**config.mk**
```make
export PLATFORM = sky130hd
export DESIGN_NAME = p_if_prefetch
export DESIGN_NICKNAME = d
export VERILOG_FILES = /design/src/rtl/p_if_prefetch_pkg.sv /design/src/rtl/p_if_prefetch_inst_fifo.sv /design/src/rtl/p_if_prefetch.sv
export SDC_FILE = /design/constraint.sdc
export NUM_CORES = 1
export LEC_CHECK = 0
export CAP_MARGIN = 20
export CELL_PAD_IN_SITES_DETAIL_PLACEMENT = 1
export CELL_PAD_IN_SITES_GLOBAL_PLACEMENT = 1
export CORE_MARGIN = 1.5
export CORE_UTILIZATION = 28
export DETAILED_ROUTE_END_ITERATION = 16
export PLACE_DENSITY_LB_ADDON = 0.1
export SETUP_SLACK_MARGIN = 0.3
export SYNTH_ARGS = -nofsm -noshare
export SYNTH_HDL_FRONTEND = slang
export SYNTH_SLANG_ARGS = --single-unit
```
**constraint.sdc**
```tcl
create_clock -name clk_in -period 3.3 [get_ports clk_in]
set_input_delay 0.66 -clock clk_in [delete_from_list [all_inputs] [get_ports clk_in]]
set_output_delay 0.66 -clock clk_in [all_outputs]
set_load 0.05 [all_outputs]
```
**src/rtl/p_if_prefetch_pkg.sv**
```systemverilog
// Shared definitions for the prefetching instruction-fetch stage.
//   if_state_t   : fetch FSM states (IF_IDLE waits for a free slot, IF_WAIT
//                  holds a request until the memory controller completes it)
//   INST_LEN     : bytes per instruction fetch, driven on len_in_byte
//   INST_PORT_ID : default identifier of the instruction port on the
//                  memory controller
package p_if_prefetch_pkg;

    typedef enum logic {
        IF_IDLE = 1'b0,
        IF_WAIT = 1'b1
    } if_state_t;

    localparam logic [2:0] INST_LEN     = 3'd4;
    localparam logic [1:0] INST_PORT_ID = 2'b01;

endpackage

```
**src/rtl/p_if_prefetch_inst_fifo.sv**
```systemverilog
// Parametrised synchronous FIFO holding {instruction, pc} pairs.
//   clk, rst : clock, asynchronous active-high reset
//   push     : write wdata at the tail (ignored when full)
//   pop      : drop the head entry (ignored when empty)
//   flush    : empty the FIFO; overrides push and pop in the same cycle
//   wdata    : entry to write
//   rdata    : current head entry, valid whenever empty=0
//   count    : number of stored entries, 0..DEPTH
//   empty    : count == 0
//   full     : count == DEPTH
// The head is read straight out of the storage array so a word written at
// one edge is at the head in the very next cycle; this keeps the storage in
// distributed memory rather than a registered-read block RAM.
module if_inst_fifo #(
    parameter int DEPTH = 4,
    parameter int WIDTH = 64
) (
    input  logic                     clk,
    input  logic                     rst,
    input  logic                     push,
    input  logic                     pop,
    input  logic                     flush,
    input  logic [WIDTH-1:0]         wdata,
    output logic [WIDTH-1:0]         rdata,
    output logic [$clog2(DEPTH):0]   count,
    output logic                     empty,
    output logic                     full
);

    localparam int AW = $clog2(DEPTH);
    localparam int CW = AW + 1;
    localparam logic [CW-1:0] DEPTH_C = CW'(DEPTH);
    localparam logic [CW-1:0] CNT_ONE = CW'(1);
    localparam logic [AW-1:0] PTR_ONE = AW'(1);

    logic [WIDTH-1:0] mem [DEPTH];
    logic [AW-1:0]    wr_ptr_reg;
    logic [AW-1:0]    rd_ptr_reg;
    logic [CW-1:0]    count_reg;
    logic             do_push;
    logic             do_pop;

    assign empty   = (count_reg == '0);
    assign full    = (count_reg == DEPTH_C);
    assign count   = count_reg;
    assign do_push = push && !full && !flush;
    assign do_pop  = pop && !empty && !flush;
    assign rdata   = mem[rd_ptr_reg];

    // Storage carries no reset; the empty flag guards every read of it.
    always_ff @(posedge clk) begin
        if (do_push) begin
            mem[wr_ptr_reg] <= wdata;
        end
    end

    // Pointers are log2(DEPTH) bits wide and wrap on their own.
    always_ff @(posedge clk or posedge rst) begin
        if (rst) begin
            wr_ptr_reg <= '0;
            rd_ptr_reg <= '0;
            count_reg  <= '0;
        end else if (flush) begin
            wr_ptr_reg <= '0;
            rd_ptr_reg <= '0;
            count_reg  <= '0;
        end else begin
            if (do_push) begin
                wr_ptr_reg <= wr_ptr_reg + PTR_ONE;
            end
            if (do_pop) begin
                rd_ptr_reg <= rd_ptr_reg + PTR_ONE;
            end
            case ({do_push, do_pop})
                2'b10:   count_reg <= count_reg + CNT_ONE;
                2'b01:   count_reg <= count_reg - CNT_ONE;
                default: count_reg <= count_reg;
            endcase
        end
    end

endmodule

```
**src/rtl/p_if_prefetch.sv**
```systemverilog
// Prefetching instruction-fetch stage between the memory controller's
// instruction port and decode. Runs ahead sequentially, buffering up to
// QUEUE_DEPTH fetched words, and flushes on branch redirects.
//   clk_in, rst_in  : clock, asynchronous active-high reset
//   rdy_in          : global ready; low freezes every register
//   jump, next_addr : redirect pulse and 4-byte aligned target
//   re, fetch_addr  : fetch request and address to the memory controller
//   len_in_byte     : constant 4; port_id : constant PORT_ID
//   inst_in         : fetched word, valid with mem_done
//   mem_busy        : controller serving another port (response not ours)
//   mem_done        : one-cycle completion pulse for this port
//   mem_stall       : pipeline stall; freezes every register
//   inst_valid, inst_ready, inst, inst_pc : head of queue handshake to decode
//   busy_out        : inverse of inst_valid
module p_if_prefetch
    import p_if_prefetch_pkg::*;
#(
    parameter int               XLEN        = 32,
    parameter int               QUEUE_DEPTH = 4,
    parameter logic [XLEN-1:0]  RESET_PC    = '0,
    parameter logic [1:0]       PORT_ID     = INST_PORT_ID
) (
    input  logic            clk_in,
    input  logic            rst_in,
    input  logic            rdy_in,
    input  logic            jump,
    input  logic [XLEN-1:0] next_addr,
    output logic            re,
    output logic [XLEN-1:0] fetch_addr,
    output logic [2:0]      len_in_byte,
    output logic [1:0]      port_id,
    input  logic [XLEN-1:0] inst_in,
    input  logic            mem_busy,
    input  logic            mem_done,
    input  logic            mem_stall,
    output logic            inst_valid,
    input  logic            inst_ready,
    output logic [XLEN-1:0] inst,
    output logic [XLEN-1:0] inst_pc,
    output logic            busy_out
);

    localparam int CW = $clog2(QUEUE_DEPTH) + 1;
    localparam logic [CW-1:0]   DEPTH_C   = CW'(QUEUE_DEPTH);
    localparam logic [XLEN-1:0] INST_STEP = XLEN'(INST_LEN);

    if_state_t         state_reg;
    logic [XLEN-1:0]   fetch_pc_reg;
    logic              discard_reg;

    logic              active;
    logic              resp;
    logic              can_issue;
    logic              q_push;
    logic              q_pop;
    logic              q_flush;
    logic [2*XLEN-1:0] q_rdata;
    logic [CW-1:0]     q_count;
    logic              q_empty;
    logic              q_full;

    assign active    = rdy_in && !mem_stall;
    // A response only completes our request when the controller is not
    // simultaneously busy with another port.
    assign resp      = (state_reg == IF_WAIT) && mem_done && !mem_busy;
    // Issue only while a slot is free: with one request outstanding at most,
    // the slot is still free when the response comes back.
    assign can_issue = (q_count < DEPTH_C);

    assign q_flush = active && jump;
    assign q_push  = active && resp && !discard_reg && !jump && !q_full;
    assign q_pop   = active && inst_valid && inst_ready;

    if_inst_fifo #(
        .DEPTH (QUEUE_DEPTH),
        .WIDTH (2 * XLEN)
    ) u_fifo (
        .clk   (clk_in),
        .rst   (rst_in),
        .push  (q_push),
        .pop   (q_pop),
        .flush (q_flush),
        .wdata ({inst_in, fetch_addr}),
        .rdata (q_rdata),
        .count (q_count),
        .empty (q_empty),
        .full  (q_full)
    );

    assign inst_valid  = !q_empty;
    assign busy_out    = q_empty;
    // Present zero on an empty queue so decode never sees stale storage.
    assign inst        = q_empty ? '0 : q_rdata[2*XLEN-1:XLEN];
    assign inst_pc     = q_empty ? '0 : q_rdata[XLEN-1:0];
    assign len_in_byte = INST_LEN;
    assign port_id     = PORT_ID;

    always_ff @(posedge clk_in or posedge rst_in) begin
        if (rst_in) begin
            state_reg    <= IF_IDLE;
            re           <= 1'b0;
            fetch_addr   <= '0;
            fetch_pc_reg <= RESET_PC;
            discard_reg  <= 1'b0;
        end else if (active) begin
            case (state_reg)
                IF_IDLE: begin
                    // A redirect in IDLE delays the issue by one cycle so the
                    // new target is in fetch_pc_reg when the request goes out.
                    if (!jump && can_issue) begin
                        state_reg  <= IF_WAIT;
                        re         <= 1'b1;
                        fetch_addr <= fetch_pc_reg;
                    end
                end
                IF_WAIT: begin
                    if (resp) begin
                        re          <= 1'b0;
                        state_reg   <= IF_IDLE;
                        discard_reg <= 1'b0;
                        if (!discard_reg && !jump) begin
                            fetch_pc_reg <= fetch_pc_reg + INST_STEP;
                        end
                    end else if (jump) begin
                        // Request already on the bus: let it finish and
                        // throw away its data.
                        discard_reg <= 1'b1;
                    end
                end
                default: begin
                    state_reg <= IF_IDLE;
                    re        <= 1'b0;
                end
            endcase
            if (jump) begin
                fetch_pc_reg <= next_addr;
            end
        end
    end

endmodule

```
==> flow_metrics.tcl <==
set metrics [dict create \
    syn-cell-area_mm2 0.0136 \
    finalSetupViolations 0 \
    end_kind "output port" \
    grt_max_degree 57 \
    yosys.area_share.xor_xnor_pct 0.129 \
    hold_path_class "flip-flop to flip-flop" \
    die_w_um 223 \
    clk_pin_slew_ps 50 \
    clock_sinks 330 \
    start_util_pct 28.4 \
    cts_root_buffer "clkbuf_16" \
    nNetsFinal 1109 \
    clk_path_buf_depth 3 \
    setup.worst_path.start "u_fifo.rd_ptr_reg[0]" \
    muxShareOfSynthArea_pct 13.2 \
    first_iter_violations 365 \
    rsz0062_at_grt "yes" \
    synth-seq-area-share_pct 70.1 \
    vias 8002 \
    finalCriticalPeriod_ps 2970 \
    dieArea_mm2 0.0499 \
    avgSynthCellArea_um2 16.6 \
    drt-wirelength-per-cell_um 22.3 \
    final_layout_size_suffix_gt1_share_pct 28.5 \
    min_period_over_period_pct 90.0 \
    crit_fanout 8 \
    io_buffers 170 \
    tightest_slew_ps 766 \
    status "complete, no violations" \
    antennaDiodeCount 0 \
    chipHeight_um 223 \
    synthCells 818 \
    yosys.area_share.adder_pct 0.607 \
    leakage_uw 0.00620 \
    synth_cell_types 60 \
    mostFrequentLayoutCells "edfxtp_1, clkdlybuf4s50_1, dfrtp_1, mux4_2, clkbuf_16" \
    synth_edf_count 256 \
    ir_drop_mv 0.358 \
    cts_buffers 40 \
    max_cap_violations 0 \
    synth_top_family_by_area "multiplexers" \
    first_global_vias 8570 \
    core-area_mm2 0.0478 \
    num_rows 80 \
    cpMostUsedCell "buf_16" \
    grt-ovfl-total 0 \
    finalHoldViolCount 0 \
    ctsHoldBuffers 0 \
    largest_reg_flops 256 \
    viasPerCell 4.78 \
    critical_path.max_stage_delay_ps 510 \
    utilization_pct 37.2 \
    drv_slew 0 \
    maxSlewHeadroom_pct 49.0 \
    synth_compound_area_share_pct 4.76 \
    areaGrowthSynthToFinish_pct 30.9 \
    worstHoldStart "fetch_pc_reg[0]" \
    final_common_cell "edfxtp_1" \
    ys_warn_count 0 \
    synthSimpleGateAreaFrac_pct 9.20 \
    cts_tree "yes" \
    cp_slowest_cell "dfrtp_4" \
    p_per_area_mw_per_mm2 938 \
    dp_hpwl_mm 23.7 \
    synth-seq-cells 330 \
    setup_tns_ps 0 \
    fin_worst_skew_ps 26.1 \
    max_clock_freq_mhz 337 \
    reg2reg_from "u_fifo.count[0]" \
    ff2ff_setup_slack_ps 870 \
    first_pass_iters 4 \
    gp_congestion 0.722 \
    drc 0 \
    async_flop_share_pct 22.4 \
    cp-start-kind "flip-flop" \
    crit_arrival_ps 2310 \
    grt_antenna_before_repair 1 \
    crit_type "flip-flop to output port" \
    cts.htree.levels 2 \
    grt_pass1_wl_mm 56.0 \
    io_pins 176 \
    routed_wirelength_mm 37.4 \
    synthFlopType "edfxtp_1" \
    path_cells "buf_12, buf_16, buf_16, mux4_2, and2_4, buf_6" \
    drtAntennaViolNets 0 \
    grt_util_all_layers_pct 15.0 \
    clk_latency_ps 560 \
    required_ps 2640 \
]
Yosys cell counts (all sizes together) (5+ instances only):
| cell | n | area (µm²) |
|---|---|---|
| nor2 | 25 | 93.8 |
| and2 | 70 | 438 |
| nand4 | 10 | 83.8 |
| mux2 | 29 | 327 |
| clkbuf | 27 | 101 |
| mux4 | 64 | 1440 |
| o31ai | 6 | 45.0 |
| a22oi | 5 | 37.5 |
| nor3 | 20 | 105 |
| or3 | 7 | 48.8 |
| o21ai | 33 | 169 |
| nand2 | 40 | 150 |
| buf | 22 | 125 |
| edfxtp | 256 | 7690 |
| a31oi | 8 | 50.1 |
| and3 | 8 | 50.1 |
| ha | 5 | 62.6 |
| inv | 9 | 33.8 |
| a21oi | 27 | 135 |
| nand3 | 21 | 118 |
| dfrtp | 74 | 1850 |
routing by layer:
layer  vias to the layer above  track usage [%]  part of all wire [%]
li1                       3632                -                     -
met1                      4131             20.8                    48
met2                       187             24.1                    47
met3                        52             3.02                   3.9
met4                         0             3.84                   1.8
met5                         -                0                     0
stage by stage:
step	cell area [µm²]	setup WS (ps)	hold slack [ps]	power [µW]	cells
final	17800	331	484	16700	1675
after global routing	17800	249	536	17400	1675
after CTS	17700	199	470	16700	1673
after detailed placement	16200	435	480	12000	1590
after global placement	16200	442	466	11900	1590
after floorplan	13600	511	442	9710	821
cells by family (layout without fill, tap and decap cells):
| group | after synthesis | count (layout) |
|---|---|---|
| AND/OR/NAND/NOR | 220 | 221 |
| XOR/XNOR | 2 | 2 |
| multiplexers | 96 | 96 |
| other | 2 | 5 |
| AO/OA/AOI/OAI | 104 | 104 |
| adder cells (fa/ha/maj) | 6 | 6 |
| buffers and inverters | 58 | 296 |
| flip-flops | 330 | 330 |
worst max-delay path: cells and delay by family, from the launching register on:
kind | cells | cell delay [ps]
buf+inv | 4 | 580
flops | 1 | 510
mux | 1 | 470
simple gates | 1 | 190
path summary, 6_finish.rpt:
kind,cells past startpoint,end
setup / recovery,6,inst_pc[19]
hold / removal,2,fetch_pc_reg[0]
setup reg to reg,7,u_fifo.count[2]
hold reg to reg,2,fetch_pc_reg[0]
max in group asynchronous,3,u_fifo.rd_ptr_reg[1]
min in group asynchronous,2,fetch_pc_reg[3]
timing repair:
item | CTS | global route
pin swaps | 0 | 1
gates cloned | 5 | 1
endpoints found under the setup margin | 66 | 47
setup buffers | 7 | 1
gates resized for setup | 141 | 57
power by group:
part | total, µW | switching (µW) | internal, µW | leakage (µW)
Clock | 4140 | 1690 | 2450 | 0.000597
Sequential | 5680 | 644 | 5040 | 0.00319
Combinational | 6870 | 4130 | 2740 | 0.00242
Total | 16700 | 6460 | 10200 | 0.00620
cell type report:
class                   count  area [µm²]
repair buffers            216        2330
inverters                   9        35.0
fillers                  4830       30000
clock buffers              53        1080
multi-input cells         434        3910
flip-flops and latches    330        9550
well taps                 615         769
clock inverters            18         140
(Power assumes the default switching activity.)
